**src/rtl/id_stage_pkg.sv**
```systemverilog
// Shared decode definitions for the ID stage: bus widths, MIPS opcode/funct
// constants, ALU operation encodings and the ID/EX payload record.
package id_stage_pkg;

  localparam int REG_W   = 32;
  localparam int ADDR_W  = 5;
  localparam int ALUOP_W = 4;

  localparam logic [REG_W-1:0]  ZeroWord = 32'h0000_0000;
  localparam logic [ADDR_W-1:0] ZeroAddr = 5'd0;

  localparam logic [5:0] OP_SPECIAL = 6'b000000;
  localparam logic [5:0] OP_ADDIU   = 6'b001001;
  localparam logic [5:0] OP_ANDI    = 6'b001100;
  localparam logic [5:0] OP_ORI     = 6'b001101;
  localparam logic [5:0] OP_XORI    = 6'b001110;
  localparam logic [5:0] OP_LUI     = 6'b001111;
  localparam logic [5:0] OP_LW      = 6'b100011;
  localparam logic [5:0] OP_SW      = 6'b101011;

  localparam logic [5:0] FN_SLL  = 6'b000000;
  localparam logic [5:0] FN_SRL  = 6'b000010;
  localparam logic [5:0] FN_SRA  = 6'b000011;
  localparam logic [5:0] FN_ADDU = 6'b100001;
  localparam logic [5:0] FN_SUBU = 6'b100011;
  localparam logic [5:0] FN_AND  = 6'b100100;
  localparam logic [5:0] FN_OR   = 6'b100101;
  localparam logic [5:0] FN_XOR  = 6'b100110;
  localparam logic [5:0] FN_NOR  = 6'b100111;
  localparam logic [5:0] FN_SLT  = 6'b101010;

  typedef enum logic [ALUOP_W-1:0] {
    ALU_NOP  = 4'h0,
    ALU_ADDU = 4'h1,
    ALU_SUBU = 4'h2,
    ALU_AND  = 4'h3,
    ALU_OR   = 4'h4,
    ALU_XOR  = 4'h5,
    ALU_NOR  = 4'h6,
    ALU_SLT  = 4'h7,
    ALU_SLL  = 4'h8,
    ALU_SRL  = 4'h9,
    ALU_SRA  = 4'hA
  } aluop_e;

  typedef enum logic [1:0] {
    OPND2_REG  = 2'd0,
    OPND2_SEXT = 2'd1,
    OPND2_ZEXT = 2'd2,
    OPND2_LUI  = 2'd3
  } opnd2_sel_e;

  typedef struct packed {
    logic              valid;
    aluop_e            aluop;
    logic [REG_W-1:0]  opnd1;
    logic [REG_W-1:0]  opnd2;
    logic              wreg;
    logic [ADDR_W-1:0] wd;
    logic              is_load;
    logic              is_store;
    logic [REG_W-1:0]  store_data;
    logic [REG_W-1:0]  pc;
    logic              illegal;
  } id_ex_t;

  function automatic id_ex_t id_ex_bubble();
    id_ex_t b;
    b.valid      = 1'b0;
    b.aluop      = ALU_NOP;
    b.opnd1      = ZeroWord;
    b.opnd2      = ZeroWord;
    b.wreg       = 1'b0;
    b.wd         = ZeroAddr;
    b.is_load    = 1'b0;
    b.is_store   = 1'b0;
    b.store_data = ZeroWord;
    b.pc         = ZeroWord;
    b.illegal    = 1'b0;
    return b;
  endfunction

endpackage

```
**src/rtl/id_fwd.sv**
```systemverilog
// Per-operand bypass mux: picks the youngest in-flight result for a register
// read, falling back to the register file.
module id_fwd
  import id_stage_pkg::*;
(
  input  logic              re,
  input  logic [ADDR_W-1:0] raddr,
  input  logic [REG_W-1:0]  rdata,
  input  logic              ex_we,
  input  logic [ADDR_W-1:0] ex_waddr,
  input  logic [REG_W-1:0]  ex_wdata,
  input  logic              mem_we,
  input  logic [ADDR_W-1:0] mem_waddr,
  input  logic [REG_W-1:0]  mem_wdata,
  output logic [REG_W-1:0]  opnd
);

  // r0 is hardwired, so writes aimed at it never bypass; EX is younger than MEM
  always_comb begin
    if (!re) begin
      opnd = ZeroWord;
    end else if (raddr == ZeroAddr) begin
      opnd = rdata;
    end else if (ex_we && (ex_waddr == raddr)) begin
      opnd = ex_wdata;
    end else if (mem_we && (mem_waddr == raddr)) begin
      opnd = mem_wdata;
    end else begin
      opnd = rdata;
    end
  end

endmodule

```
**src/rtl/id_stage.sv**
```systemverilog
// Instruction decode stage: decodes the fetched word, resolves operands with
// EX/MEM bypassing, detects load-use hazards and registers the ID/EX payload.
module id_stage
  import id_stage_pkg::*;
(
  input  logic              clk,
  input  logic              rst,
  input  logic              if_valid,
  input  logic [REG_W-1:0]  if_pc,
  input  logic [REG_W-1:0]  if_inst,
  output logic              re1,
  output logic              re2,
  output logic [ADDR_W-1:0] raddr1,
  output logic [ADDR_W-1:0] raddr2,
  input  logic [REG_W-1:0]  rdata1,
  input  logic [REG_W-1:0]  rdata2,
  input  logic              ex_we,
  input  logic [ADDR_W-1:0] ex_waddr,
  input  logic [REG_W-1:0]  ex_wdata,
  input  logic              ex_is_load,
  input  logic              mem_we,
  input  logic [ADDR_W-1:0] mem_waddr,
  input  logic [REG_W-1:0]  mem_wdata,
  input  logic              stall_i,
  input  logic              flush,
  output logic              stall_req,
  output logic              id_valid,
  output logic [ALUOP_W-1:0] id_aluop,
  output logic [REG_W-1:0]  id_opnd1,
  output logic [REG_W-1:0]  id_opnd2,
  output logic              id_wreg,
  output logic [ADDR_W-1:0] id_wd,
  output logic              id_is_load,
  output logic              id_is_store,
  output logic [REG_W-1:0]  id_store_data,
  output logic [REG_W-1:0]  id_pc,
  output logic              id_illegal
);

  logic [5:0]        op_s, funct_s;
  logic [ADDR_W-1:0] rs_s, rt_s, rd_s, shamt_s;
  logic [15:0]       imm_s;
  logic              dec_re1_s, dec_re2_s, shamt_sel_s;
  opnd2_sel_e        opnd2_sel_s;
  aluop_e            aluop_s;
  logic              wreg_s, is_load_s, is_store_s, illegal_s;
  logic [ADDR_W-1:0] wd_s;
  logic [REG_W-1:0]  fwd1_s, fwd2_s, opnd1_s, opnd2_s;
  logic              load_use_s;
  id_ex_t            next_s;
  id_ex_t            id_ex_r;

  assign op_s    = if_inst[31:26];
  assign rs_s    = if_inst[25:21];
  assign rt_s    = if_inst[20:16];
  assign rd_s    = if_inst[15:11];
  assign shamt_s = if_inst[10:6];
  assign funct_s = if_inst[5:0];
  assign imm_s   = if_inst[15:0];

  // Instruction decode into read enables, operand selection and payload controls
  always_comb begin
    dec_re1_s   = 1'b0;
    dec_re2_s   = 1'b0;
    shamt_sel_s = 1'b0;
    opnd2_sel_s = OPND2_REG;
    aluop_s     = ALU_NOP;
    wreg_s      = 1'b0;
    wd_s        = ZeroAddr;
    is_load_s   = 1'b0;
    is_store_s  = 1'b0;
    illegal_s   = 1'b0;
    case (op_s)
      OP_SPECIAL: begin
        dec_re1_s = 1'b1;
        dec_re2_s = 1'b1;
        wreg_s    = 1'b1;
        wd_s      = rd_s;
        case (funct_s)
          FN_ADDU: aluop_s = ALU_ADDU;
          FN_SUBU: aluop_s = ALU_SUBU;
          FN_AND:  aluop_s = ALU_AND;
          FN_OR:   aluop_s = ALU_OR;
          FN_XOR:  aluop_s = ALU_XOR;
          FN_NOR:  aluop_s = ALU_NOR;
          FN_SLT:  aluop_s = ALU_SLT;
          FN_SLL:  begin aluop_s = ALU_SLL; dec_re1_s = 1'b0; shamt_sel_s = 1'b1; end
          FN_SRL:  begin aluop_s = ALU_SRL; dec_re1_s = 1'b0; shamt_sel_s = 1'b1; end
          FN_SRA:  begin aluop_s = ALU_SRA; dec_re1_s = 1'b0; shamt_sel_s = 1'b1; end
          default: begin
            dec_re1_s = 1'b0;
            dec_re2_s = 1'b0;
            wreg_s    = 1'b0;
            wd_s      = ZeroAddr;
            illegal_s = 1'b1;
          end
        endcase
      end
      OP_ADDIU: begin aluop_s = ALU_ADDU; dec_re1_s = 1'b1; wreg_s = 1'b1; wd_s = rt_s; opnd2_sel_s = OPND2_SEXT; end
      OP_ANDI:  begin aluop_s = ALU_AND;  dec_re1_s = 1'b1; wreg_s = 1'b1; wd_s = rt_s; opnd2_sel_s = OPND2_ZEXT; end
      OP_ORI:   begin aluop_s = ALU_OR;   dec_re1_s = 1'b1; wreg_s = 1'b1; wd_s = rt_s; opnd2_sel_s = OPND2_ZEXT; end
      OP_XORI:  begin aluop_s = ALU_XOR;  dec_re1_s = 1'b1; wreg_s = 1'b1; wd_s = rt_s; opnd2_sel_s = OPND2_ZEXT; end
      OP_LUI:   begin aluop_s = ALU_OR;   wreg_s = 1'b1; wd_s = rt_s; opnd2_sel_s = OPND2_LUI; end
      OP_LW: begin
        aluop_s = ALU_ADDU; dec_re1_s = 1'b1; wreg_s = 1'b1; wd_s = rt_s;
        opnd2_sel_s = OPND2_SEXT; is_load_s = 1'b1;
      end
      OP_SW: begin
        aluop_s = ALU_ADDU; dec_re1_s = 1'b1; dec_re2_s = 1'b1;
        opnd2_sel_s = OPND2_SEXT; is_store_s = 1'b1;
      end
      default: illegal_s = 1'b1;
    endcase
  end

  assign re1    = dec_re1_s & if_valid & ~rst;
  assign re2    = dec_re2_s & if_valid & ~rst;
  assign raddr1 = if_valid ? rs_s : ZeroAddr;
  assign raddr2 = if_valid ? rt_s : ZeroAddr;

  id_fwd u_fwd1 (
    .re(re1), .raddr(raddr1), .rdata(rdata1),
    .ex_we(ex_we), .ex_waddr(ex_waddr), .ex_wdata(ex_wdata),
    .mem_we(mem_we), .mem_waddr(mem_waddr), .mem_wdata(mem_wdata),
    .opnd(fwd1_s)
  );

  id_fwd u_fwd2 (
    .re(re2), .raddr(raddr2), .rdata(rdata2),
    .ex_we(ex_we), .ex_waddr(ex_waddr), .ex_wdata(ex_wdata),
    .mem_we(mem_we), .mem_waddr(mem_waddr), .mem_wdata(mem_wdata),
    .opnd(fwd2_s)
  );

  // Load data only exists from MEM onward, so a load still in EX cannot be bypassed
  assign load_use_s = ex_is_load & ex_we & (ex_waddr != ZeroAddr) &
                      ((re1 & (ex_waddr == raddr1)) | (re2 & (ex_waddr == raddr2)));
  assign stall_req  = load_use_s & if_valid & ~rst;

  assign opnd1_s = shamt_sel_s ? {27'd0, shamt_s} : fwd1_s;

  // Second operand source: register, extended immediate or upper immediate
  always_comb begin
    case (opnd2_sel_s)
      OPND2_REG:  opnd2_s = fwd2_s;
      OPND2_SEXT: opnd2_s = {{16{imm_s[15]}}, imm_s};
      OPND2_ZEXT: opnd2_s = {16'h0000, imm_s};
      OPND2_LUI:  opnd2_s = {imm_s, 16'h0000};
      default:    opnd2_s = ZeroWord;
    endcase
  end

  // Assemble the payload to be registered for a normally advancing slot
  always_comb begin
    next_s            = id_ex_bubble();
    next_s.valid      = 1'b1;
    next_s.aluop      = aluop_s;
    next_s.opnd1      = opnd1_s;
    next_s.opnd2      = opnd2_s;
    next_s.wreg       = wreg_s;
    next_s.wd         = wd_s;
    next_s.is_load    = is_load_s;
    next_s.is_store   = is_store_s;
    next_s.store_data = is_store_s ? fwd2_s : ZeroWord;
    next_s.pc         = if_pc;
    next_s.illegal    = illegal_s;
  end

  // ID/EX register: flush beats downstream hold, which beats hazard bubbles
  always_ff @(posedge clk) begin
    if (rst) begin
      id_ex_r <= id_ex_bubble();
    end else if (flush) begin
      id_ex_r <= id_ex_bubble();
    end else if (stall_i) begin
      id_ex_r <= id_ex_r;
    end else if (stall_req || !if_valid) begin
      id_ex_r <= id_ex_bubble();
    end else begin
      id_ex_r <= next_s;
    end
  end

  assign id_valid      = id_ex_r.valid;
  assign id_aluop      = id_ex_r.aluop;
  assign id_opnd1      = id_ex_r.opnd1;
  assign id_opnd2      = id_ex_r.opnd2;
  assign id_wreg       = id_ex_r.wreg;
  assign id_wd         = id_ex_r.wd;
  assign id_is_load    = id_ex_r.is_load;
  assign id_is_store   = id_ex_r.is_store;
  assign id_store_data = id_ex_r.store_data;
  assign id_pc         = id_ex_r.pc;
  assign id_illegal    = id_ex_r.illegal;

endmodule

```
**config.mk**
```make
export PLATFORM = sky130hd
export DESIGN_NAME = id_stage
export DESIGN_NICKNAME = d
export VERILOG_FILES = /design/src/rtl/id_stage_pkg.sv /design/src/rtl/id_fwd.sv /design/src/rtl/id_stage.sv
export SDC_FILE = /design/constraint.sdc
export NUM_CORES = 1
export LEC_CHECK = 0
export ABC_AREA = 1
export CELL_PAD_IN_SITES_DETAIL_PLACEMENT = 0
export CELL_PAD_IN_SITES_GLOBAL_PLACEMENT = 1
export CORE_MARGIN = 2
export CORE_UTILIZATION = 29
export DETAILED_ROUTE_END_ITERATION = 16
export PLACE_DENSITY = 0.81
export SYNTH_ARGS = -nofsm -noshare
export SYNTH_HDL_FRONTEND = slang
export SYNTH_SLANG_ARGS = --single-unit
```
**constraint.sdc**
```tcl
create_clock -name clk -period 2 [get_ports clk]
set_input_delay 0.2 -clock clk [delete_from_list [all_inputs] [get_ports clk]]
set_output_delay 0.2 -clock clk [all_outputs]
set_load 0.03 [all_outputs]
```
==> flow_metrics.env, run 1 <==
export IMPL_reg2reg_depth=4
export IMPL_die_y_um=186
export IMPL_synth_seq_cells=142
export IMPL_setup_violations_final=0
export IMPL_cap_violations=0
export IMPL_groute_usage_overall_pct=25.7
export IMPL_min_period_ns=1.90
export IMPL_power_density_mw_per_mm2=511
export IMPL_design_power_total_mw=8.04
export IMPL_syn_nets=1860
export IMPL_netlist_instances=1650
export IMPL_setup_worst_path_class="input pin to output port"
export IMPL_cts_made_buffers=17
export IMPL_synth_warnings=0
export IMPL_drt_iter0_drc=1053
export IMPL_antenna_found_initial=5
export IMPL_yosys_top_cells_count="nand2_1 (400), nand3_1 (239), nor2_1 (182)"
export IMPL_run_status="finished clean"
export IMPL_ys_flop_type="dfxtp_1"
export IMPL_drc_errors=0
export IMPL_holdPathEnd="id_store_data[8]"
export IMPL_cp_max_fo=7
export IMPL_cts_tree="done"
export IMPL_fill_cells=3422
export IMPL_hp_class="input pin to flip-flop"
export IMPL_tightest_slew_ns=0.492
export IMPL_multi_input_area_sq_mm=0.00566
export IMPL_synth_edff_count=0
export IMPL_initial_utilization_pct=29.4
export IMPL_clock_latency_ns=0.44
export IMPL_crit_arrival_ns=1.70
export IMPL_period_share_pct=94.9
export IMPL_overflow=0
export IMPL_synth_area_sq_mm=0.00956
export IMPL_r2r_start="id_opnd2[17]"
export IMPL_synthArstFlopShare_pct=0
export IMPL_drt_vias_per_instance=4.83
export IMPL_worstHoldPathCells=3
export IMPL_grt_pass1_vias=11600
export IMPL_clock_skew_ns=0
export IMPL_wl_per_cell_um=17.8
export IMPL_yosysUniqueCellTypes=33
export IMPL_grt_max_degree=101
export IMPL_num_vias=12300
export IMPL_std_cell_rows=66
export IMPL_cp_end_kind="output port"
export IMPL_clock_root_buffer="clkbuf_16"
export IMPL_yosysMostFrequentCell="nand2_1"
export IMPL_cp_required_ns=1.80
export IMPL_yosys_area_top_type="dfxtp_1"
export IMPL_crit_buf_inv=4
export IMPL_r2r_end="id_opnd2[17]"
export IMPL_area_growth_pct=64.5
export IMPL_slowest_stage="or2_4"
export IMPL_routed_wl_mm=45.3
export IMPL_cp_cell_sequence="clkdlybuf4s15_1 > or2_4 > nor3_4 > nand2_1 > nand2_2 > nand3_2 > nand2_2 > nand2_4 > buf_12 > inv_2 > buf_6"
export IMPL_dp_cells=2483
export IMPL_finalNonFillerCells=2542
export IMPL_clk_pin_slew_ns=0.07
export IMPL_port_buffers=364
export IMPL_postLayoutCoreUtil_pct=48.3
export IMPL_slew_viol_final=0
export IMPL_dp_hpwl_mm=35.9
export IMPL_startpoint="if_inst[27]"
export IMPL_synth_seq_area_share_pct=29.7
export IMPL_ant_nets=0
export IMPL_die_area_sq_mm=0.0344
export IMPL_io_pins=365
export IMPL_synth_area_per_cell_sq_um=5.79
export IMPL_nNetsFinal=2293
export IMPL_drive_gt1_share_pct=15.7
export IMPL_final_hold_violation_count=0
export IMPL_die_x_um=186
export IMPL_startpoint_type="input pin"
export IMPL_relSlewSlack_pct=67.1
export IMPL_cts_path_max_buffers=2
export IMPL_synth_top_cells_by_area="dfxtp_1 (30%), nand2_1 (16%), nand3_1 (13%)"
export IMPL_slowest_delay_ns=0.25
export IMPL_rsz0062_at_grt="true"
export IMPL_grt_pass1_wl_mm=67.4
export IMPL_clkSinkCount=142
export IMPL_leakagePower_nw=6.94
export IMPL_crit_top_cell="nand2_2"
export IMPL_peakVddDrop_v=0.000561
export IMPL_dr_pass1_iters=5
export IMPL_core_area_sq_mm=0.0325
export IMPL_cts_hold_buf=0
export IMPL_cp_top_family="simple AND/OR/NAND/NOR gates"
export IMPL_htreeDepth=4
export IMPL_fmax_mhz=527
export IMPL_yosysTopAreaCellShare_pct=29.7
export IMPL_rrSetupSlack_ns=1.23
export IMPL_globalplace_congestion=0.916
export IMPL_min_from="stall_i"
export IMPL_seqCellArea_sq_mm=0.00284
==> power breakdown <==
part,internal (mW),switching [mW]
Clock,1.78,1.52
Combinational,0.848,1.03
Sequential,2.85,0.0119
Total,5.47,2.57
==> layer usage <==
| metal | global-route usage, % | up-vias | wire (um) |
|---|---|---|---|
| li1 | - | 6207 | - |
| met1 | 34.7 | 5546 | 20500 |
| met2 | 40.3 | 450 | 20300 |
| met3 | 4.52 | 73 | 2920 |
| met4 | 11.0 | 2 | 1580 |
| met5 | 0 | - | 12 |
==> tightest hold or removal path: cells and delay by family <==
kind / cells / cell delay, ns
simple gates: 1 / 0.07
buf+inv: 1 / 0.16
compound gates: 1 / 0.06
==> stage by stage <==
stage | setup slack, ns | hold slack, ns | setup TNS (ns) | area, sq um
6_report | 0.102 | 0.0937 | 0 | 15700
3_3_place_gp | -0.695 | 0.445 | -82.26 | 14700
2_1_floorplan | 0.0291 | 0.344 | 0 | 9560
5_1_grt | -0.0364 | 0.102 | -0.178 | 15700
3_5_place_dp | -0.710 | 0.446 | -84.76 | 14700
4_1_cts | 0.00172 | 0.0716 | 0 | 15400
==> how the worst max path moves through the flow <==
stage	depth (start not counted)	endpoint	slack [ns]
2_1_floorplan	14	stall_req	0.03
3_3_place_gp	16	id_opnd1[0]	-0.69
3_5_place_dp	16	id_opnd1[0]	-0.71
4_1_cts	11	stall_req	0.002
5_1_grt	19	id_opnd2[20]	-0.04
6_report	11	stall_req	0.10
==> state kept, by name (all words and copies together), names as in the netlist <==
signal and cells:
id_valid 1, id_aluop 4, id_is_store 1, id_pc 32, id_store_data 32, id_wreg 1, id_wd 5, id_opnd2 32
id_opnd1 32, id_illegal 1, id_is_load 1
==> logic make-up after synthesis <==
logic type | share of synthesized area, %
flip-flops | 29.7
buffers and inverters | 14.3
AND/OR/NAND/NOR | 43.1
AO/OA/AOI/OAI | 12.4
XOR/XNOR | 0.458
==> layout by cell type (no fill, tap or decap), types with 5 or more instances in the layout <==
master and n:
buf_6 6, dlymetal6s2s_1 5, nand3_2 20, nand2_2 20, clkdlybuf4s50_1 322, a21oi_2 21
buf_12 26, inv_1 172, dlygate4sd2_1 16, o21ai_0 41, a21oi_1 157, nand2_1 383
buf_4 153, xor2_1 5, nand4_1 93, clkinv_1 30, nor2_2 17, dfxtp_1 142
clkbuf_16 18, nor2_1 166, inv_2 12, clkbuf_2 5, nand3_1 220
==> area by class of cell <==
class / count / share of cell area (%)
Multi-Input combinational cell: 1170 / 36.0
Timing Repair Buffer: 538 / 33.4
Sequential cell: 142 / 18.1
Inverter: 214 / 5.11
Tap cell: 442 / 3.52
Clock buffer: 17 / 2.70
Clock inverter: 15 / 1.11
Antenna cell: 4 / 0.0636
==> repair_timing <==
action	in CTS	in global routing
resized for setup	65	68
buffers inserted	13	9
pin swaps	20	25
gates cloned	0	1
endpoints found under the setup margin	130	76
No activity file was read; power rests on OpenSTA's default activity.
==> inputs of run 2 (changes only) <==
Settings changed: ABC_CLOCK_PERIOD_IN_PS set to 2000.
==> results of run 2 <==
Same layout as run 1: the final DEF is identical, and so are final timing and power.
==> inputs of run 3 (changes only) <==
Settings changed: PLACE_DENSITY 0.81 to unset, PLACE_DENSITY_LB_ADDON set to 0.2.
==> flow_metrics.env, run 3 (synthesis gave the netlist of run 1 again) <==
export IMPL_power_density_mw_per_mm2=511
export IMPL_groute_usage_overall_pct=25.9
export IMPL_std_cell_rows=66
export IMPL_routed_wl_mm=45.7
export IMPL_clock_root_buffer="clkbuf_16"
export IMPL_die_x_um=186
export IMPL_clock_latency_ns=0.45
export IMPL_hp_class="input pin to flip-flop"
export IMPL_slowest_delay_ns=0.47
export IMPL_rsz0062_at_grt="true"
export IMPL_core_area_sq_mm=0.0325
export IMPL_design_power_total_mw=8.07
export IMPL_num_vias=12200
export IMPL_final_hold_violation_count=0
export IMPL_nNetsFinal=2296
export IMPL_startpoint="if_inst[22]"
export IMPL_postLayoutCellArea_sq_mm=0.0158
export IMPL_crit_top_cell="nand2_2"
export IMPL_timing_final_ws_setup_ns=0.0997
export IMPL_globalplace_congestion=0.964
export IMPL_cp_required_ns=1.80
export IMPL_peakVddDrop_v=0.000600
export IMPL_setup_worst_path_class="input pin to output port"
export IMPL_period_share_pct=95.0
export IMPL_clk_pin_slew_ns=0.06
export IMPL_antenna_found_initial=8
export IMPL_overflow=0
export IMPL_die_area_sq_mm=0.0344
export IMPL_die_y_um=186
export IMPL_crit_arrival_ns=1.70
export IMPL_cp_cell_sequence="clkdlybuf4s50_1 > nand2_2 > nand2_2 > nand2_1 > nand3b_4 > nor2_4 > nand3_2 > nand2_2 > nand2_4 > buf_12 > inv_2 > buf_6"
export IMPL_cts_made_buffers=17
export IMPL_startpoint_type="input pin"
export IMPL_dpl_cell_area_sq_mm=0.0147
export IMPL_min_period_ns=1.90
export IMPL_port_buffers=364
export IMPL_finalNonFillerCells=2548
export IMPL_place_ws_ns=-0.664
export IMPL_final_common_cell="nand2_1"
export IMPL_wl_per_cell_um=17.9
export IMPL_clkSinkCount=142
export IMPL_fmax_mhz=526
export IMPL_setup_violations_final=0
export IMPL_cts_path_max_buffers=2
export IMPL_tightest_slew_ns=0.478
export IMPL_hold_slack_ns=0.0601
export IMPL_grt_pass1_wl_mm=67.4
export IMPL_grt_max_degree=100
export IMPL_dr_pass1_iters=7
export IMPL_cap_violations=0
export IMPL_ant_nets=0
export IMPL_relSlewSlack_pct=68.1
export IMPL_initial_utilization_pct=29.4
export IMPL_drt_iter0_drc=956
export IMPL_final_cell_mix="nand2_1 (380), clkdlybuf4s50_1 (323), nand3_1 (235)"
export IMPL_min_from="stall_i"
export IMPL_slowest_stage="clkdlybuf4s50_1"
export IMPL_fin_tns_setup_ns=0
export IMPL_dp_cells=2477
export IMPL_area_growth_pct=65.3
export IMPL_clock_skew_ns=0
export IMPL_slew_viol_final=0
export IMPL_drt_vias_per_instance=4.79
export IMPL_grt_pass1_vias=11600
export IMPL_cp_max_fo=7
export IMPL_cts_tree="done"
export IMPL_io_pins=365
export IMPL_dp_hpwl_mm=35.3
export IMPL_r2r_start="id_opnd2[1]"
export IMPL_drc_errors=0
export IMPL_postLayoutCoreUtil_pct=48.6
export IMPL_htreeDepth=4
export IMPL_cp_end_kind="output port"
export IMPL_leakagePower_nw=6.98
export IMPL_run_status="finished clean"
export IMPL_drive_gt1_share_pct=14.9
run 3: final timing paths:
kind,to,slack (ns),cells past startpoint
setup / recovery,stall_req,0.1,12
hold / removal,id_pc[23],0.06,3
setup reg to reg,id_opnd2[1],1.27,4
hold reg to reg,id_pc[14],0.46,2
run 3: power breakdown:
group	leakage [nW]	switching [mW]	internal (mW)
sequential	1.15	0.0106	2.85
clock	0.297	1.37	1.96
combinational	5.54	1.03	0.853
run 3: routing by layer:
metal / GRT usage, % / wire [um] / vias up
met4: 8.69 / 987 / 2
met5: 0 / 15 / -
li1: - / - / 6219
met3: 5.46 / 3380 / 48
met1: 35.1 / 20800 / 5477
met2: 40.7 / 20500 / 471
run 3: final cells by class:
type                       instances  area [sq um]
antenna                            7          17.5
clock buffer                      22           474
clock inverter                    10           129
fill                            3428         16700
inverter                         214           803
multi-input combinational       1170          5580
sequential                       142          2840
tap                              442           553
timing repair buffer             541          5410
run 3: worst max-delay path, delay by kind of cell:
kind	cells	cell delay [ns]
buffers and inverters	4	0.78
AND/OR/NAND/NOR	8	0.71
run 3: repair_timing:
action / in CTS / in global routing
resized for setup: 57 / 58
hold endpoints to repair: 0 / 0
buffers inserted: 17 / 11
setup endpoints to repair: 106 / 48
hold buffers: 0 / 0
pin swaps: 19 / 23
gates cloned: 3 / 1
